<file path="config.mk">
export PLATFORM = sky130hd
export DESIGN_NAME = icache_refill_unit
export DESIGN_NICKNAME = d
export VERILOG_FILES = /design/src/rtl/icache_refill_unit.sv
export SDC_FILE = /design/constraint.sdc
export NUM_CORES = 1
export LEC_CHECK = 0
export CAP_MARGIN = 0
export CORE_UTILIZATION = 35
export DETAILED_ROUTE_END_ITERATION = 7
export GPL_TIMING_DRIVEN = 0
export HOLD_SLACK_MARGIN = 0.1
export PLACE_DENSITY = 0.58
export SLEW_MARGIN = 15
export SYNTH_ARGS = -nofsm -noshare
export SYNTH_HDL_FRONTEND = slang
export SYNTH_SLANG_ARGS = --single-unit
</file>
<file path="constraint.sdc">
create_clock -name clk -period 2.03 [get_ports clk]
set_input_delay 0.3045 -clock clk [delete_from_list [all_inputs] [get_ports clk]]
set_output_delay 0.3045 -clock clk [all_outputs]
set_load 0.1 [all_outputs]
</file>
<file path="src/rtl/icache_refill_unit.sv">
// Refill engine for L1 instruction-cache misses: one block-aligned burst read per miss,
// beats assembled in ascending order, and the full block returned with a single write pulse.
module icache_refill_unit #(
   parameter int PC_WIDTH    = 32,
   parameter int CACHE_WIDTH = 256,
   parameter int MEM_WIDTH   = 64,
   parameter int BLK_OFFSET  = 5
) (
   input  logic                   clk,
   input  logic                   reset,
   input  logic                   miss_i,
   input  logic [PC_WIDTH-1:0]    missAddr_i,
   input  logic                   flush_i,
   output logic                   memReqValid_o,
   output logic [PC_WIDTH-1:0]    memReqAddr_o,
   input  logic                   memReqReady_i,
   input  logic                   memRspValid_i,
   input  logic [MEM_WIDTH-1:0]   memRspData_i,
   output logic                   wrEnable_o,
   output logic [PC_WIDTH-1:0]    wrAddr_o,
   output logic [CACHE_WIDTH-1:0] instBlock_o,
   output logic                   busy_o
);

   localparam int BEATS = CACHE_WIDTH / MEM_WIDTH;
   localparam int CNT_W = (BEATS > 1) ? $clog2(BEATS) : 1;
   localparam logic [CNT_W-1:0]    LAST_BEAT = CNT_W'(BEATS - 1);
   localparam logic [PC_WIDTH-1:0] BLK_MASK  = ~((PC_WIDTH'(1) << BLK_OFFSET) - PC_WIDTH'(1));

   typedef enum logic [2:0] {
      S_IDLE  = 3'd0,
      S_REQ   = 3'd1,
      S_RESP  = 3'd2,
      S_WRITE = 3'd3,
      S_HOLD  = 3'd4
   } state_t;

   state_t                  state_r;
   state_t                  state_s;
   logic [PC_WIDTH-1:0]     req_addr_r;
   logic [PC_WIDTH-1:0]     wr_addr_r;
   logic [CNT_W-1:0]        cnt_r;
   logic                    drop_r;
   logic [CACHE_WIDTH-1:0]  asm_r;
   logic [CACHE_WIDTH-1:0]  asm_s;
   logic [CACHE_WIDTH-1:0]  inst_block_r;

   logic capture_s;
   logic accept_s;
   logic beat_s;
   logic last_beat_s;
   logic load_fill_s;

   // A flush seen in REQ withdraws the request in the same cycle, so it can never be accepted.
   assign capture_s   = (state_r == S_IDLE) & miss_i & ~flush_i;
   assign accept_s    = (state_r == S_REQ) & ~flush_i & memReqReady_i;
   assign beat_s      = (state_r == S_RESP) & memRspValid_i;
   assign last_beat_s = beat_s & (cnt_r == LAST_BEAT);
   assign load_fill_s = last_beat_s & ~drop_r & ~flush_i;

   // State register.
   always_ff @(posedge clk) begin
      if (reset) begin
         state_r <= S_IDLE;
      end else begin
         state_r <= state_s;
      end
   end

   // Next-state logic.
   always_comb begin
      state_s = state_r;
      case (state_r)
         S_IDLE: begin
            if (capture_s) begin
               state_s = S_REQ;
            end else begin
               state_s = S_IDLE;
            end
         end
         S_REQ: begin
            if (flush_i) begin
               state_s = S_IDLE;
            end else if (memReqReady_i) begin
               state_s = S_RESP;
            end else begin
               state_s = S_REQ;
            end
         end
         S_RESP: begin
            // The burst is always drained; a pending drop only decides where it ends.
            if (last_beat_s) begin
               state_s = (drop_r | flush_i) ? S_IDLE : S_WRITE;
            end else begin
               state_s = S_RESP;
            end
         end
         S_WRITE: state_s = S_HOLD;
         S_HOLD:  state_s = S_IDLE;
         default: state_s = S_IDLE;
      endcase
   end

   // Output decode from the current state.
   always_comb begin
      memReqValid_o = (state_r == S_REQ) & ~flush_i;
      wrEnable_o    = (state_r == S_WRITE) & ~flush_i;
      busy_o        = (state_r != S_IDLE);
      memReqAddr_o  = req_addr_r;
      wrAddr_o      = wr_addr_r;
      instBlock_o   = inst_block_r;
   end

   // Block under assembly with the current beat merged into its slot.
   always_comb begin
      asm_s = asm_r;
      for (int b = 0; b < BEATS; b++) begin
         if (cnt_r == CNT_W'(b)) begin
            asm_s[b*MEM_WIDTH +: MEM_WIDTH] = memRspData_i;
         end else begin
            asm_s[b*MEM_WIDTH +: MEM_WIDTH] = asm_r[b*MEM_WIDTH +: MEM_WIDTH];
         end
      end
   end

   // Datapath: request address, beat counter, drop flag, assembly buffer and fill outputs.
   always_ff @(posedge clk) begin
      if (reset) begin
         req_addr_r   <= '0;
         wr_addr_r    <= '0;
         cnt_r        <= '0;
         drop_r       <= 1'b0;
         asm_r        <= '0;
         inst_block_r <= '0;
      end else begin
         if (capture_s) begin
            req_addr_r <= missAddr_i & BLK_MASK;
         end
         if (accept_s) begin
            cnt_r  <= '0;
            drop_r <= 1'b0;
         end else if (beat_s) begin
            cnt_r <= cnt_r + CNT_W'(1);
         end
         if ((state_r == S_RESP) && flush_i) begin
            drop_r <= 1'b1;
         end
         if (beat_s) begin
            asm_r <= asm_s;
         end
         // Fill outputs change only when a block is about to be written, so they hold otherwise.
         if (load_fill_s) begin
            wr_addr_r    <= req_addr_r;
            inst_block_r <= asm_s;
         end
      end
   end

endmodule

</file>
# After elaboration in Yosys (flattened, before gate mapping)
# Cells that the tools add are included.
[totals] ff_bits=572 latchBits=0 ramBits=0 mem_bits_ro=0 input_bits=102 output_inout_bits=323 word_cells=44 n_memories=0
[op_classes] add_sub_neg=1 n_mul=0 n_div=0 n_lt_le_gt_ge=0 eq_ne=6 n_shift=0 mux=12 bitwise=12 reduce_logical=6
[ops] operator="64-bit 2-to-1 mux" n=4
[ops] operator="3-bit one-hot mux with 4 select lines" n=1
[ops] operator="1-bit bitwise AND" n=9
[ops] operator="2-bit 2-to-1 mux" n=4
[ops] operator="3-bit by 2-bit equality test with 1-bit output, second input constant" n=2
[ops] operator="2-bit equality test, second input constant" n=2
[ops] operator="3-bit by 1-bit equality test with 1-bit output, second input constant" n=1
[ops] operator="3-bit zero test" n=1
[ops] operator="1-bit 2-to-1 mux" n=3
[ops] operator="3-bit nonzero test" n=1
[ops] operator="2-bit by 1-bit adder with 2-bit output, second input constant" n=1
[ops] operator="2-bit by 1-bit equality test with 1-bit output, second input constant" n=1
[ops] operator="2-bit zero test" n=1
[ops] operator="1-bit inverter" n=2
[ops] operator="2-bit nonzero test" n=1
[ops] operator="2-bit OR reduction" n=1
[ops] operator="1-bit logical AND" n=1
[ops] operator="1-bit OR" n=1

# Longest topological paths before layout
# Gate-level depths: netlist (run 1).
[logic_depth] word_depth=5 ltp_mapped=8 ltp_nobuf=4

# Worst setup path before layout (run 1)
# No wires, ideal clock.
[synth_path] path_kind="flip-flop to flip-flop" start="register state_r[0]" end="register drop_r" setup_ns=0.118 t_arrival_ns=4.308 t_required_ns=1.912 path_slack_ns=-2.396 stages_incl_launch_ff=4 n_path_buf=0 period_less_slack_ns=4.426 cell_sequence="dfxtp_1 -> nor4b_1 -> a21oi_1 -> a32o_1"
[synth_between] elab_chain_cells=4 word_cells_on_any_way=7 classes_between="2 x eq/ne; 1 x mux; 2 x bitwise; 2 x reduce/logical"
[synth_rtl] element="start: declaration" line="38" rtl="state_t state_r;"
[synth_rtl] element="start signal: assignment" line="66" rtl="state_r <= state_s;"
[synth_rtl] element="3-bit by 1-bit equality test with 1-bit output"
[synth_rtl] element="1-bit bitwise AND"
[synth_rtl] element="named net memReqValid_o" line="14" rtl="output logic memReqValid_o,"
[synth_rtl] element="1-bit bitwise AND" line="56" rtl="assign accept_s = (state_r == S_REQ) & ~flush_i & memReqReady_i;"
[synth_rtl] element="2-bit nonzero test (no line)"
[synth_rtl] element="end signal: assignment" line="132" rtl="drop_r <= 1'b0;"
[synth_rtl] element="end signal: assignment" line="141" rtl="drop_r <= 1'b0;"
[synth_rtl] element="end signal: assignment" line="146" rtl="drop_r <= 1'b1;"
[synth_rtl] element="end: declaration" line="43" rtl="logic drop_r;"
# The timed path passes the listed nets, and every way through them passes these cells.
# A chain may end at the register's enable or synchronous reset.

# Worst setup path in the final report (run 1)
[layout_path] start="input port reset" end="register asm_r[80]"
[layout_lines] element="start: declaration" line="10" rtl="input logic reset,"
[layout_lines] element="end signal: assignment" line="149" rtl="asm_r <= asm_s;"
[layout_lines] element="end: declaration" line="44" rtl="logic [CACHE_WIDTH-1:0] asm_r;"
# No word-level cell between the ends.

==> results of run 1 <==
==> repair_timing <==
action | 4_1_cts | 5_1_grt
resized for setup | 990 | 76
pin swaps | 0 | 1
endpoints found under the hold margin | 0 | 0
buffers inserted | 0 | 2
gates cloned | 0 | 2
hold buffers | 0 | 0
setup endpoints to repair | 749 | 464
==> stage by stage <==
stage / util (%) / TNS, ps / hold WS, ps
2_1_floorplan: - / -3.410 / 446.7
3_3_place_gp: 43.95 / -488340 / 443.7
3_5_place_dp: 43.95 / -480490 / 448.8
4_1_cts: 47.67 / -52.09 / 243.1
5_1_grt: 48.06 / 0 / 269.1
6_report: 48.06 / 0 / 271.8
==> cell type report <==
cell class	instances	area, um2	share of cell area (%)
Timing Repair Buffer	413	4556	15.68
Sequential cell	535	10710	36.87
Buffer	234	1509	5.192
Clock inverter	12	120.1	0.4133
Multi-Input combinational cell	1379	9509	32.72
Clock buffer	88	1663	5.722
Inverter	3	11.26	0.03875
Tap cell	782	978.4	3.367
==> worst paths after layout <==
path	startpoint	end
setup / recovery	reset	asm_r[80]$_SDFFE_PP0N_
hold / removal	missAddr_i[13]	memReqAddr_o[13]$_SDFFE_PP0P_
hold reg to reg	instBlock_o[244]$_SDFFE_PP0P_	instBlock_o[244]$_SDFFE_PP0P_
setup reg to reg	cnt_r[0]$_SDFFE_PP0N_	wrAddr_o[26]$_SDFFE_PP0P_
==> cells in the final DEF, fill, tap and decap left out, types with 10 or more instances in the layout <==
master             n
clkbuf_8          12
clkbuf_1          81
clkbuf_16         59
nand2_1          156
a211oi_1         374
clkdlybuf4s50_1   96
clkdlybuf4s15_2  310
conb_1            10
buf_4             42
dfxtp_1          532
buf_6             25
nor2_1           222
mux2i_1          311
clkbuf_4          19
buf_2             46
a21oi_1          220
clkbuf_2          34
a211oi_2          64
==> flip-flops by register name, summed over array words and instances, names as in the netlist <==
name and count:
memReqAddr_o 27, instBlock_o 256, asm_r 219, drop_r 1, wrAddr_o 27, state_r 3, cnt_r 2
==> worst max-delay path: cells and delay by family <==
family / cells / cell delay (ps)
buf+inv: 4 / 2000
compound gates: 1 / 120
==> power groups by stage <==
stage	sequential, W	combinational [W]	clock, W
2_1_floorplan	0.0111	0.000639	0
3_3_place_gp	0.0109	0.00142	0
3_5_place_dp	0.0109	0.00144	0
4_1_cts	0.0106	0.00144	0.0103
5_1_grt	0.0106	0.00152	0.0107
6_report	0.0106	0.00145	0.0101
==> layer usage <==
metal	global-route usage (%)	wire length (um)	vias up
li1	-	-	8727
met1	29.84	33650	8947
met2	39.32	35910	556
met3	3.744	3806	125
met4	8.660	2137	8
met5	0	93	-
==> logic make-up (layout without fill, tap and decap cells) <==
kind of cell	after synthesis	after routing	share of synthesized area [%]
muxes	311	311	14.51
adders and majority gates	4	4	0.2333
AOI/OAI and AO/OA	663	663	22.12
other	1	10	0.01748
buffers and inverters	239	750	6.136
and+or+nand+nor	390	390	7.005
xor gates and xnor gates	1	1	0.04084
DFF	535	535	49.93
==> flow_summary_export.csv, run 1 <==
group,metric,value,unit
outcome,status,"finished clean",
routing,drt-initial-drc-count,901,
worst_setup_path,reg2reg_depth,6,
global_route,gr-total-overflow,0,
clock_network,cts_buffers,57,
floorplan,rows,90,
timing,final-setup-viol-count,0,
routing,wl_per_cell,21.94,um
worst_setup_path,worstSetupStartpointType,"primary input",
logic_synthesis,syn_area_per_cell,10.00,um2
global_route,grt_max_degree,20,
clock_network,clockBufferDepth,3,
place,io_buffers,409,
worst_setup_path,cp.required,2490,ps
timing,clock_skew,19.81,ps
layout,areaGrowthSynthToFinish,35.48,%
logic_synthesis,ys_top_cells_by_count,"dfxtp_1, a211oi_1, mux2i_1, nor2_1, a21oi_1",
floorplan,chipWidth,249.6,um
timing,relSlewSlack,49.76,%
global_route,grt_first_pass_wirelength,111700,um
worst_setup_path,cp.arrival,2430,ps
logic_synthesis,ys_seq_area_share,49.93,%
pwr,switching_share,23.95,%
worst_setup_path,critPathMaxFanout,10,
routing,drc,0,
logic_synthesis,synth_cell_types,29,
clock_network,cts_root_buf,"clkbuf_16",
logic_synthesis,ys_async_sr_fraction,0,%
routing,firstDrtPassIters,5,
global_route,grt_pass1_vias,18290,
place,post_dp_cell_area,0.02658,mm2
place,gp_congestion,0.8191,
pwr,p_leak,9.733,nW
place,dp.cells,3344,
floorplan,core,0.06047,mm2
timing,min_period,1974,ps
hold_path,hold_class,"primary input to flip-flop",
logic_synthesis,ys_warn_count,0,
logic_synthesis,synth_edf_count,0,
pwr,p_clk_share,45.5,%
global_route,antenna_found_initial,6,
logic_synthesis,syn_area,0.02145,mm2
worst_setup_path,cpMaxStageDelayCell,"buf_2",
logic_synthesis,yosysTopAreaCellShare,49.93,%
pwr,finalPower,0.02218,W
routing,drt-vias-per-instance,5.329,
clock_network,h-tree-depth,2,
layout,diodes,0,
logic_synthesis,synth.most_common_cell,"dfxtp_1",
layout,nFillCells,5491,
floorplan,ios,425,
layout,fin_area,0.02906,mm2
pwr,p_int,0.01687,W
place,dp_hpwl,55830,um
floorplan,die_area,0.06228,mm2
clock_network,clk_latency,610,ps
timing,period_share,97.24,%
layout,layout.nets,2729,
pwr,ir_worst_vdd,0.5710,mV
logic_synthesis,yosysTopAreaCell,"dfxtp_1",
timing,fmax,0.5066,GHz
pwr,combPwrFrac,6.5,%
logic_synthesis,ys_seq_elements,535,
global_route,track_usage,23.30,%
pwr,switchingPower,0.005312,W
timing,worst_pin_slew,753.7,ps
floorplan,start_util,35.47,%
routing,drt-total-wl,75600,um
clock_network,clock_sinks,535,
clock_network,cts_tree,"yes",
worst_setup_path,criticalPathCategory,"primary input to flip-flop",
logic_synthesis,synth_flop_cell,"dfxtp_1",
pwr,power.density,763.3,mW/mm2
layout,stdcell_count,3446,
timing,rsz0062_at_grt,"false",
logic_synthesis,synthTopCellsByArea,"dfxtp_1, mux2i_1, a211oi_1, a21oi_1, nor2_1",
run,max_cap_violations,0,
worst_setup_path,cpPeakStageDelay,530,ps
timing,hold_viol,0,
clock_network,clkTransAtPathRegs,60,ps
logic_synthesis,synthCells,2144,
floorplan,die_h,249.6,um
timing,setup_ws,55.95,ps
place,place_ws,-1391,ps
worst_setup_path,cp-end-kind,"flip-flop",
routing,via_count,18360,
hold_path,min_path_cells,3,
worst_setup_path,cp_cell_sequence,"clkdlybuf4s50_1 -> clkbuf_2 -> buf_2 -> clkbuf_1 -> a211oi_1",
worst_setup_path,regToRegSetupSlack,90,ps
layout,drive_above_1_share,24.14,%
pwr,pwr-share-seq,47.9,%
routing,antenna_left,0,
timing,drv_slew,0,
No activity file was read; power rests on OpenSTA's default activity.
==> run 2, diff against run 1 <==
CTS_CLUSTER_DIAMETER = 80   (was not set)
==> run 2 against run 1 <==
  * Via count about the same
  * Global-route usage about the same
  * Sequential power about the same
  * Register-to-register slack worse by 20 ps
  * Worst setup slack better by 2.4 ps
  * Clock power about the same
  * Critical path type unchanged
  * Cell area about the same
  * Core utilization about the same
  * Sequential share of layout area about the same
  * Flip-flop and latch count unchanged
==> flow_summary_export.csv, run 2 (synthesis results as in run 1) <==
group,metric,value,unit
layout,fin_area,0.02905,mm2
global_route,grt_first_pass_wirelength,111700,um
layout,largest_reg_flops,256,
hold_path,min_path_cells,3,
place,gp_congestion,0.8191,
worst_setup_path,cp.arrival,2430,ps
pwr,finalPower,0.02215,W
hold_path,min-delay-start,"missAddr_i[13]",
pwr,pwr-share-seq,48.0,%
floorplan,chipWidth,249.6,um
pwr,ir_worst_vdd,0.5751,mV
floorplan,start_util,35.47,%
place,io_buffers,409,
clock_network,h-tree-depth,2,
routing,drt-total-wl,75800,um
routing,antenna_left,0,
layout,diodes,0,
run,max_cap_violations,0,
floorplan,die_h,249.6,um
routing,via_count,18370,
global_route,gr-total-overflow,0,
place,dp_hpwl,55830,um
global_route,track_usage,23.29,%
pwr,p_clk_share,45.4,%
pwr,switchingPower,0.005324,W
layout,areaGrowthSynthToFinish,35.45,%
layout,final_cell_mix,"dfxtp_1, a211oi_1, mux2i_1",
place,post_dp_cell_area,0.02658,mm2
hold_path,hold_class,"primary input to flip-flop",
clock_network,clockBufferDepth,3,
worst_setup_path,cp.required,2490,ps
timing,period_share,97.12,%
timing,clock_skew,15.51,ps
pwr,switching_share,24.04,%
outcome,status,"finished clean",
worst_setup_path,cpMaxStageDelayCell,"buf_2",
clock_network,cts_root_buf,"clkbuf_16",
worst_setup_path,cp_cell_sequence,"clkdlybuf4s50_1 -> clkbuf_2 -> buf_2 -> clkbuf_1 -> a211oi_1",
global_route,use_met2,39.40,%
timing,relSlewSlack,49.66,%
routing,drt-initial-drc-count,973,
floorplan,ios,425,
global_route,grt_pass1_vias,18300,
global_route,grt_util_met1,29.80,%
global_route,grt_max_degree,20,
pwr,power.density,762.4,mW/mm2
clock_network,clock_sinks,535,
routing,drt-vias-per-instance,5.331,
worst_setup_path,cp-end-kind,"flip-flop",
worst_setup_path,cpPeakStageDelay,520,ps
clock_network,cts_buffers,57,
layout,layout.nets,2729,
layout,mostFrequentLayoutCell,"dfxtp_1",
timing,min_period,1972,ps
clock_network,clkTransAtPathRegs,60,ps
worst_setup_path,regToRegSetupSlack,70,ps
hold_path,hold-path-endpoint,"memReqAddr_o[13]$_SDFFE_PP0P_",
worst_setup_path,critPathMaxFanout,10,
routing,drc,0,
global_route,grt_use_met3,3.755,%
worst_setup_path,r2r-end,"instBlock_o[171]$_SDFFE_PP0P_",
timing,fmax,0.5072,GHz
worst_setup_path,worstSetupStartpointType,"primary input",
floorplan,die_area,0.06228,mm2
global_route,antenna_found_initial,6,
floorplan,rows,90,
layout,drive_above_1_share,24.11,%
clock_network,cts_tree,"yes",
routing,firstDrtPassIters,5,
timing,rsz0062_at_grt,"true",
pwr,combPwrFrac,6.5,%
worst_setup_path,reg2reg_from,"cnt_r[0]$_SDFFE_PP0N_",
timing,drv_slew,0,
timing,setup_ws,58.37,ps
worst_setup_path,reg2reg_depth,6,
timing,hold_viol,0,
place,place_ws,-1391,ps
routing,wl_per_cell,22.00,um
global_route,grt.busiest_layer,"met2",
worst_setup_path,criticalPathCategory,"primary input to flip-flop",
clock_network,clk_latency,610,ps
timing,worst_pin_slew,755.0,ps
pwr,p_int,0.01683,W
timing,final-setup-viol-count,0,
pwr,p_leak,9.734,nW
floorplan,core,0.06047,mm2
==> run 2: cell count changes in the layout (fill, tap and decap cells not counted), sizes merged <==
cell	before	now
clkbuf	205	199
buf	124	128
clkinv	9	10
==> run 2: worst max path at each step <==
stage	depth (start not counted)	slack, ps	to	from
after global placement	5	-1400	asm_r[121]$_SDFFE_PP0N_	reset
after CTS	2	-40	memReqValid_o	state_r[2]$_SDFF_PP0_
final	5	60	asm_r[80]$_SDFFE_PP0N_	reset
after floorplan	3	-3	drop_r$_SDFFE_PP0P_	state_r[1]$_SDFF_PP0_
after global routing	6	-10	instBlock_o[179]$_SDFFE_PP0P_	state_r[1]$_SDFF_PP0_
after detailed placement	5	-1390	asm_r[99]$_SDFFE_PP0N_	reset
==> run 2: worst max-delay path: cells and delay by family <==
kind            cells  cell delay, ps
compound gates      1             110
buf+inv             4            1990
==> run 2: repair_timing <==
item | 4_1_cts | 5_1_grt
setup buffers | 0 | 2
hold buffers | 0 | 0
pin swaps | 0 | 1
setup endpoints to repair | 749 | 464
cloned | 0 | 2
resized for setup | 989 | 80
==> run 2: layout make-up <==
cell class                 count  area, um2
clock buffer                  86       1645
clock inverter                13      125.1
inverter                       3      11.26
tap                          782      978.4
sequential                   535      10710
timing repair buffer         413       4556
multi-input combinational   1379       9504
fill                        5497      31420
buffer                       234       1520
==> run 2: power groups by stage <==
stage          Clock [W]  Sequential [W]  Combinational (W)
2_1_floorplan          0          0.0111           0.000639
3_3_place_gp           0          0.0109            0.00142
3_5_place_dp           0          0.0109            0.00144
4_1_cts           0.0102          0.0106            0.00144
5_1_grt           0.0106          0.0106            0.00152
6_report          0.0101          0.0106            0.00145
==> run 2: through the flow <==
| stage | utilization, % | TNS, ps | hold WS (ps) | instances |
|---|---|---|---|---|
| 6_report | 48.05 | 0 | 266.0 | 3445 |
| 5_1_grt | 48.05 | -11.22 | 265.6 | 3445 |
| 3_3_place_gp | 43.95 | -488340 | 443.7 | 3344 |
| 3_5_place_dp | 43.95 | -480490 | 448.8 | 3344 |
| 2_1_floorplan | - | -3.410 | 446.7 | 2153 |
| 4_1_cts | 47.65 | -74.03 | 241.1 | 3441 |
==> run 2: routing by layer <==
metal,wire [um],vias to the layer above
li1,-,8715
met1,33590,8944
met2,35820,564
met3,3960,138
met4,2389,6
met5,39,-
==> run 3, diff against run 2 <==
ABC_CLOCK_PERIOD_IN_PS = 2029   (was not set)
==> results of run 3 <==
Final layout, timing and power as in run 2 (identical DEF).
